## src/rtl/sweep_pkg.sv

```systemverilog
// Shared types and MISR constants for the exhaustive-sweep sequencer.
package sweep_pkg;

  typedef enum logic [2:0] {
    IDLE,
    SETTLE,
    CAPTURE,
    EMIT,
    DONE
  } sweep_state_t;

  localparam logic [15:0] SIG_POLY = 16'h1021;
  localparam logic [15:0] SIG_SEED = 16'hFFFF;

  // One MISR step: CRC-16 style shift with feedback, then fold in the new response.
  function automatic logic [15:0] misr_next(input logic [15:0] sig, input logic [15:0] data);
    return ({sig[14:0], 1'b0} ^ (sig[15] ? SIG_POLY : 16'h0000)) ^ data;
  endfunction

endpackage

```

## src/rtl/sweep_misr.sv

```systemverilog
// 16-bit multiple-input signature register; load seeds it, shift folds in one record.
module sweep_misr
  import sweep_pkg::*;
(
  input  logic        clk,
  input  logic        srst,
  input  logic        load_en_i,
  input  logic        shift_en_i,
  input  logic [15:0] data_i,
  output logic [15:0] sig_o
);

  logic [15:0] sig_q;
  logic [15:0] sig_d;

  always_comb begin
    sig_d = sig_q;
    if (load_en_i) begin
      sig_d = SIG_SEED;
    end else if (shift_en_i) begin
      sig_d = misr_next(sig_q, data_i);
    end
  end

  always_ff @(posedge clk) begin
    if (srst) begin
      sig_q <= '0;
    end else begin
      sig_q <= sig_d;
    end
  end

  assign sig_o = sig_q;

endmodule

```

## src/rtl/trojan_sweep_sequencer.sv

```systemverilog
// Exhaustive stimulus sweep of a small CUT, streaming (vector, response) records.
// Optional macro SWEEP_SIGNATURE_EN adds a MISR signature over all responses.
module trojan_sweep_sequencer
  import sweep_pkg::*;
#(
  parameter int N_WIDTH       = 4,
  parameter int OUT_WIDTH     = 1,
  parameter int SETTLE_CYCLES = 1
) (
  input  logic                 CK,
  input  logic                 reset,
  input  logic                 start,
  input  logic                 abort,
  output logic                 busy,
  output logic                 done,
  output logic [N_WIDTH-1:0]   cut_in,
  input  logic [OUT_WIDTH-1:0] cut_out,
  output logic                 rec_valid,
  input  logic                 rec_ready,
  output logic [N_WIDTH-1:0]   rec_vector,
  output logic [OUT_WIDTH-1:0] rec_response
`ifdef SWEEP_SIGNATURE_EN
  ,
  output logic [15:0]          signature,
  output logic                 sig_valid
`endif
);

  localparam int CNT_W = (SETTLE_CYCLES > 1) ? $clog2(SETTLE_CYCLES) : 1;
  localparam logic [CNT_W-1:0] CNT_RELOAD = CNT_W'(SETTLE_CYCLES - 1);

  if (SETTLE_CYCLES < 1) begin : g_bad_settle
    $error("SETTLE_CYCLES must be at least 1");
  end
  if (N_WIDTH < 1 || N_WIDTH > 16 || OUT_WIDTH < 1 || OUT_WIDTH > 16) begin : g_bad_width
    $error("N_WIDTH and OUT_WIDTH must be in 1..16");
  end

  sweep_state_t           state_q, state_d;
  logic [CNT_W-1:0]       cnt_q, cnt_d;
  logic [N_WIDTH-1:0]     cut_in_q, cut_in_d;
  logic                   rec_valid_q, rec_valid_d;
  logic [N_WIDTH-1:0]     rec_vector_q, rec_vector_d;
  logic [OUT_WIDTH-1:0]   rec_response_q, rec_response_d;
  logic                   done_q, done_d;

  logic start_accept;
  logic handshake;

  assign start_accept = (state_q == IDLE) && start;
  assign handshake    = (state_q == EMIT) && rec_valid_q && rec_ready;

  always_comb begin
    state_d        = state_q;
    cnt_d          = cnt_q;
    cut_in_d       = cut_in_q;
    rec_valid_d    = rec_valid_q;
    rec_vector_d   = rec_vector_q;
    rec_response_d = rec_response_q;
    done_d         = 1'b0;
    // abort overrides every state, including a pending handshake
    if (abort) begin
      state_d     = IDLE;
      rec_valid_d = 1'b0;
      cut_in_d    = '0;
    end else begin
      case (state_q)
        IDLE: begin
          if (start_accept) begin
            state_d  = SETTLE;
            cut_in_d = '0;
            cnt_d    = CNT_RELOAD;
          end
        end
        SETTLE: begin
          if (cnt_q == '0) begin
            state_d = CAPTURE;
          end else begin
            cnt_d = cnt_q - 1'b1;
          end
        end
        CAPTURE: begin
          rec_response_d = cut_out;
          rec_vector_d   = cut_in_q;
          rec_valid_d    = 1'b1;
          state_d        = EMIT;
        end
        EMIT: begin
          if (handshake) begin
            rec_valid_d = 1'b0;
            // terminating on all-ones keeps the vector from ever wrapping
            if (&cut_in_q) begin
              state_d = DONE;
            end else begin
              cut_in_d = cut_in_q + 1'b1;
              cnt_d    = CNT_RELOAD;
              state_d  = SETTLE;
            end
          end
        end
        DONE: begin
          done_d   = 1'b1;
          cut_in_d = '0;
          state_d  = IDLE;
        end
        default: begin
          state_d = IDLE;
        end
      endcase
    end
  end

  always_ff @(posedge CK) begin
    if (reset) begin
      state_q        <= IDLE;
      cnt_q          <= '0;
      cut_in_q       <= '0;
      rec_valid_q    <= 1'b0;
      rec_vector_q   <= '0;
      rec_response_q <= '0;
      done_q         <= 1'b0;
    end else begin
      state_q        <= state_d;
      cnt_q          <= cnt_d;
      cut_in_q       <= cut_in_d;
      rec_valid_q    <= rec_valid_d;
      rec_vector_q   <= rec_vector_d;
      rec_response_q <= rec_response_d;
      done_q         <= done_d;
    end
  end

  assign busy         = (state_q != IDLE);
  assign done         = done_q;
  assign cut_in       = cut_in_q;
  assign rec_valid    = rec_valid_q;
  assign rec_vector   = rec_vector_q;
  assign rec_response = rec_response_q;

`ifdef SWEEP_SIGNATURE_EN
  logic [15:0] resp_ext;
  logic        sig_valid_q;

  always_comb begin
    resp_ext                  = '0;
    resp_ext[OUT_WIDTH-1:0]   = rec_response_q;
  end

  sweep_misr u_misr (
    .clk        (CK),
    .srst       (reset),
    .load_en_i  (start_accept && !abort),
    .shift_en_i (handshake && !abort),
    .data_i     (resp_ext),
    .sig_o      (signature)
  );

  // set in the same cycle done_q is loaded so both rise together
  always_ff @(posedge CK) begin
    if (reset) begin
      sig_valid_q <= 1'b0;
    end else if (abort || start_accept) begin
      sig_valid_q <= 1'b0;
    end else if (state_q == DONE) begin
      sig_valid_q <= 1'b1;
    end
  end

  assign sig_valid = sig_valid_q;
`endif

endmodule

```

## config.mk

```make
export PLATFORM = sky130hd
export DESIGN_NAME = trojan_sweep_sequencer
export DESIGN_NICKNAME = d
export VERILOG_FILES = /design/src/rtl/sweep_pkg.sv /design/src/rtl/sweep_misr.sv /design/src/rtl/trojan_sweep_sequencer.sv
export SDC_FILE = /design/constraint.sdc
export NUM_CORES = 1
export LEC_CHECK = 0
export BUFFER_PORTS_ARGS = -buffer_cell sky130_fd_sc_hd__buf_2
export CAP_MARGIN = 40
export CORE_UTILIZATION = 45
export DETAILED_ROUTE_END_ITERATION = 7
export GPL_TIMING_DRIVEN = 0
export PLACE_DENSITY_LB_ADDON = 0.15
export REMOVE_ABC_BUFFERS = 1
export SKIP_LAST_GASP = 1
export SYNTH_ARGS = -nofsm -noshare
export SYNTH_HDL_FRONTEND = slang
export SYNTH_SLANG_ARGS = --single-unit
```

## constraint.sdc

```tcl
create_clock -name CK -period 1.3 [get_ports CK]
set_input_delay 0 -clock CK [delete_from_list [all_inputs] [get_ports CK]]
set_output_delay 0 -clock CK [all_outputs]
set_load 0.01 [all_outputs]
```

==> run metrics <==
family with the most delay on the worst path=simple AND/OR/NAND/NOR gates; Met2 Wirelength=759 µm; HP Class=in -> reg; commonest non-fill, non-tap cell in the layout=buf_2; Cells after Synth=72; fin cells=109; DIE WIDTH=41.7 µm; simple-gate share of the synthesized area=32.0%; leak pwr=0.000348 µW; Slew Limit Fails=0; CTS Buffer Depth=2; Antenna Nets Post-Route=0; post-synthesis adder-cell area fraction=1.77%; Buf/Inv on CP=1; clock latency on the worst-skew pair=0.28 ns; routed vias/inst=6.00; CTS buffer count=3; minimum clock period=1.23 ns; WL final=1590 µm; cell area after synthesis=708 µm²; post-DP HPWL=1030 µm; Primary FF master, synth=dfxtp_1; ant diodes=0; IO Pins=18; maximum fanout along the worst path=8; core area=0.00138 mm²; die area=0.00174 mm²; Peak supply drop=0.559 mV; DRT Pass-1 Iters=4; vias in the first global route=554; worst-margin pin slew=0.320 ns; std cell rows=13; M1 wire length=736 µm; DIE HEIGHT=41.7 µm; Final Hold Fails=0; initial antenna violation count=0; CP Cell Sequence=nor4b_4 > buf_4 > nand4_1 > o211ai_1; mux cell area share after synthesis=7.07%; routed len/inst=14.5 µm; Area growth syn-to-layout=21.6%; MaxCap Viol Count=0; final setup fails=0; status=completed; fin nets=103; Top Layer Used=met4; GP Congestion=0.831; compound-gate portion of the synthesized area=13.3%; FFs w/ async S/R, synth=0%; CP max stage cell=nor4b_4; max incr delay on CP=0.39 ns; IO Port Bufs=17; Initial Utilization=51.2%; GRT overflow=0; CP arrival=1.42 ns; area post-placement=782 µm²; combinational family with the most area after synthesis=simple AND/OR/NAND/NOR gates; FILL cells=128; global-route usage over all layers=19.9%; Syn Area/Cell=9.84 µm²; RSZ-0062 raised after global routing=false; clock sink total=14; post-synthesis register bit count=14; CTS Root Cell=clkbuf_4; Slew HR=78.5%; Crit. End Element=flip-flop; most frequent cells in the layout=17 x buf_2, 10 x dfxtp_1, 7 x nor2_1; DRC=0; XOR/XNOR Fraction of Synth Area=0%; Initial DRC Count=17; via count=654; Seq/Total Area, Yosys=39.6%; first-pass GRT wire length=2630 µm; Synth cell types=30; power density cells=845 mW/mm²; H-tree depth=1; CTS tree=done; clock skew=0.00866 ns; Setup Crit Path Kind=reg -> reg; proportion of layout cells with a drive suffix above 1=37.2%; Startpoint Class=flip-flop; Critical Path RT=1.49 ns; Cells after DPL=101; EDFF count, synth=0; YS warnings=0; clock transition at the registers of the reported paths=0.08 ns; largest net degree at the start of global routing=14; Final Cycle Share=94.6%; fmax=813 MHz; fin area=861 µm²; DR WL met3=75 µm
-- flip-flops by register name (all words and copies together) (netlist names) --
register      cells
done              1
rec_response      1
cut_in            4
rec_valid         1
state_q           3
rec_vector        4
-- final timing paths --
check	start	to	slack, ns	depth (start not counted)
min reg2reg	rec_vector[1]$_SDFFE_PP0P_	rec_vector[1]$_SDFFE_PP0P_	0.49	2
max	state_q[2]$_SDFFE_PP0P_	cut_in[0]$_SDFFE_PP0P_	0.07	4
max reg2reg	state_q[2]$_SDFFE_PP0P_	cut_in[0]$_SDFFE_PP0P_	0.07	4
min	rec_ready	state_q[2]$_SDFFE_PP0P_	0.02	3
-- Yosys cell counts, drive strengths merged (2+ instances only) --
cell	instances	area share (%)
dfxtp	14	40
a21oi	2	1.4
nand4	6	5.3
buf	2	3.7
mux2i	5	7.1
o221ai	3	3.7
nor2	7	3.7
inv	4	2.1
o211ai	2	2.1
nor4b	3	8.8
nand2	3	1.9
nor3	2	1.4
nand3	2	1.4
and3	4	3.5
-- metrics by stage --
stage | util, % | hold slack (ns) | setup TNS [ns] | worst slack [ns] | power, µW
after floorplan | - | 0.0714 | 0 | 0.0568 | 466
after global placement | 56.6 | 0.238 | -0.879 | -0.133 | 491
after detailed placement | 56.6 | 0.249 | -0.972 | -0.135 | 491
after CTS | 61.6 | 0.0236 | 0 | 0.0472 | 736
after global routing | 62.3 | 0.0241 | 0 | 0.000377 | 760
final | 62.3 | 0.0246 | 0 | 0.0706 | 728
-- cells by family (layout without fill, tap and decap cells) --
kind of cell / after synthesis / after routing
AND/OR/NAND/NOR: 33 / 33
AO/OA/AOI/OAI: 12 / 12
multiplexers: 5 / 5
buffers and inverters: 7 / 29
flip-flops: 14 / 14
adder cells (fa/ha/maj): 1 / 1
-- report_power, final --
| part | internal, µW | switching [µW] | leakage [µW] | total [µW] |
|---|---|---|---|---|
| combinational | 21.4 | 27.1 | 0.000220 | 48.5 |
| sequential | 430 | 7.87 | 0.000115 | 438 |
| clock | 107 | 134 | 0.0000138 | 241 |
-- cell type report --
type                    count  area [µm²]  area share [%]
clock buffers               3        22.5            2.62
flip-flops and latches     14         288            33.4
inverters                   4        15.0            1.74
repair buffers             22         125            14.5
multi-input cells          51         392            45.5
well taps                  15        18.8            2.18
-- repair_timing --
| item | CTS | global route |
|---|---|---|
| pin swaps | 2 | 1 |
| hold endpoints to repair | 1 | 0 |
| resized for setup | 2 | 5 |
| endpoints found under the setup margin | 10 | 9 |
| buffers inserted | 4 | 0 |
| hold buffers | 1 | 0 |
-- worst register-to-register path, stage by stage (launching register included) --
cell and delay [ns]:
dfxtp_2 0.38, nor4b_4 0.39, buf_4 0.18, nand4_1 0.08, o211ai_1 0.11
-- layer usage --
layer | GRT usage, % | vias up
li1 | - | 315
met1 | 25.9 | 315
met2 | 30.3 | 22
met3 | 7.83 | 2
met4 | 5.81 | 0
met5 | 0 | -
No activity file was read; power rests on OpenSTA's default activity.
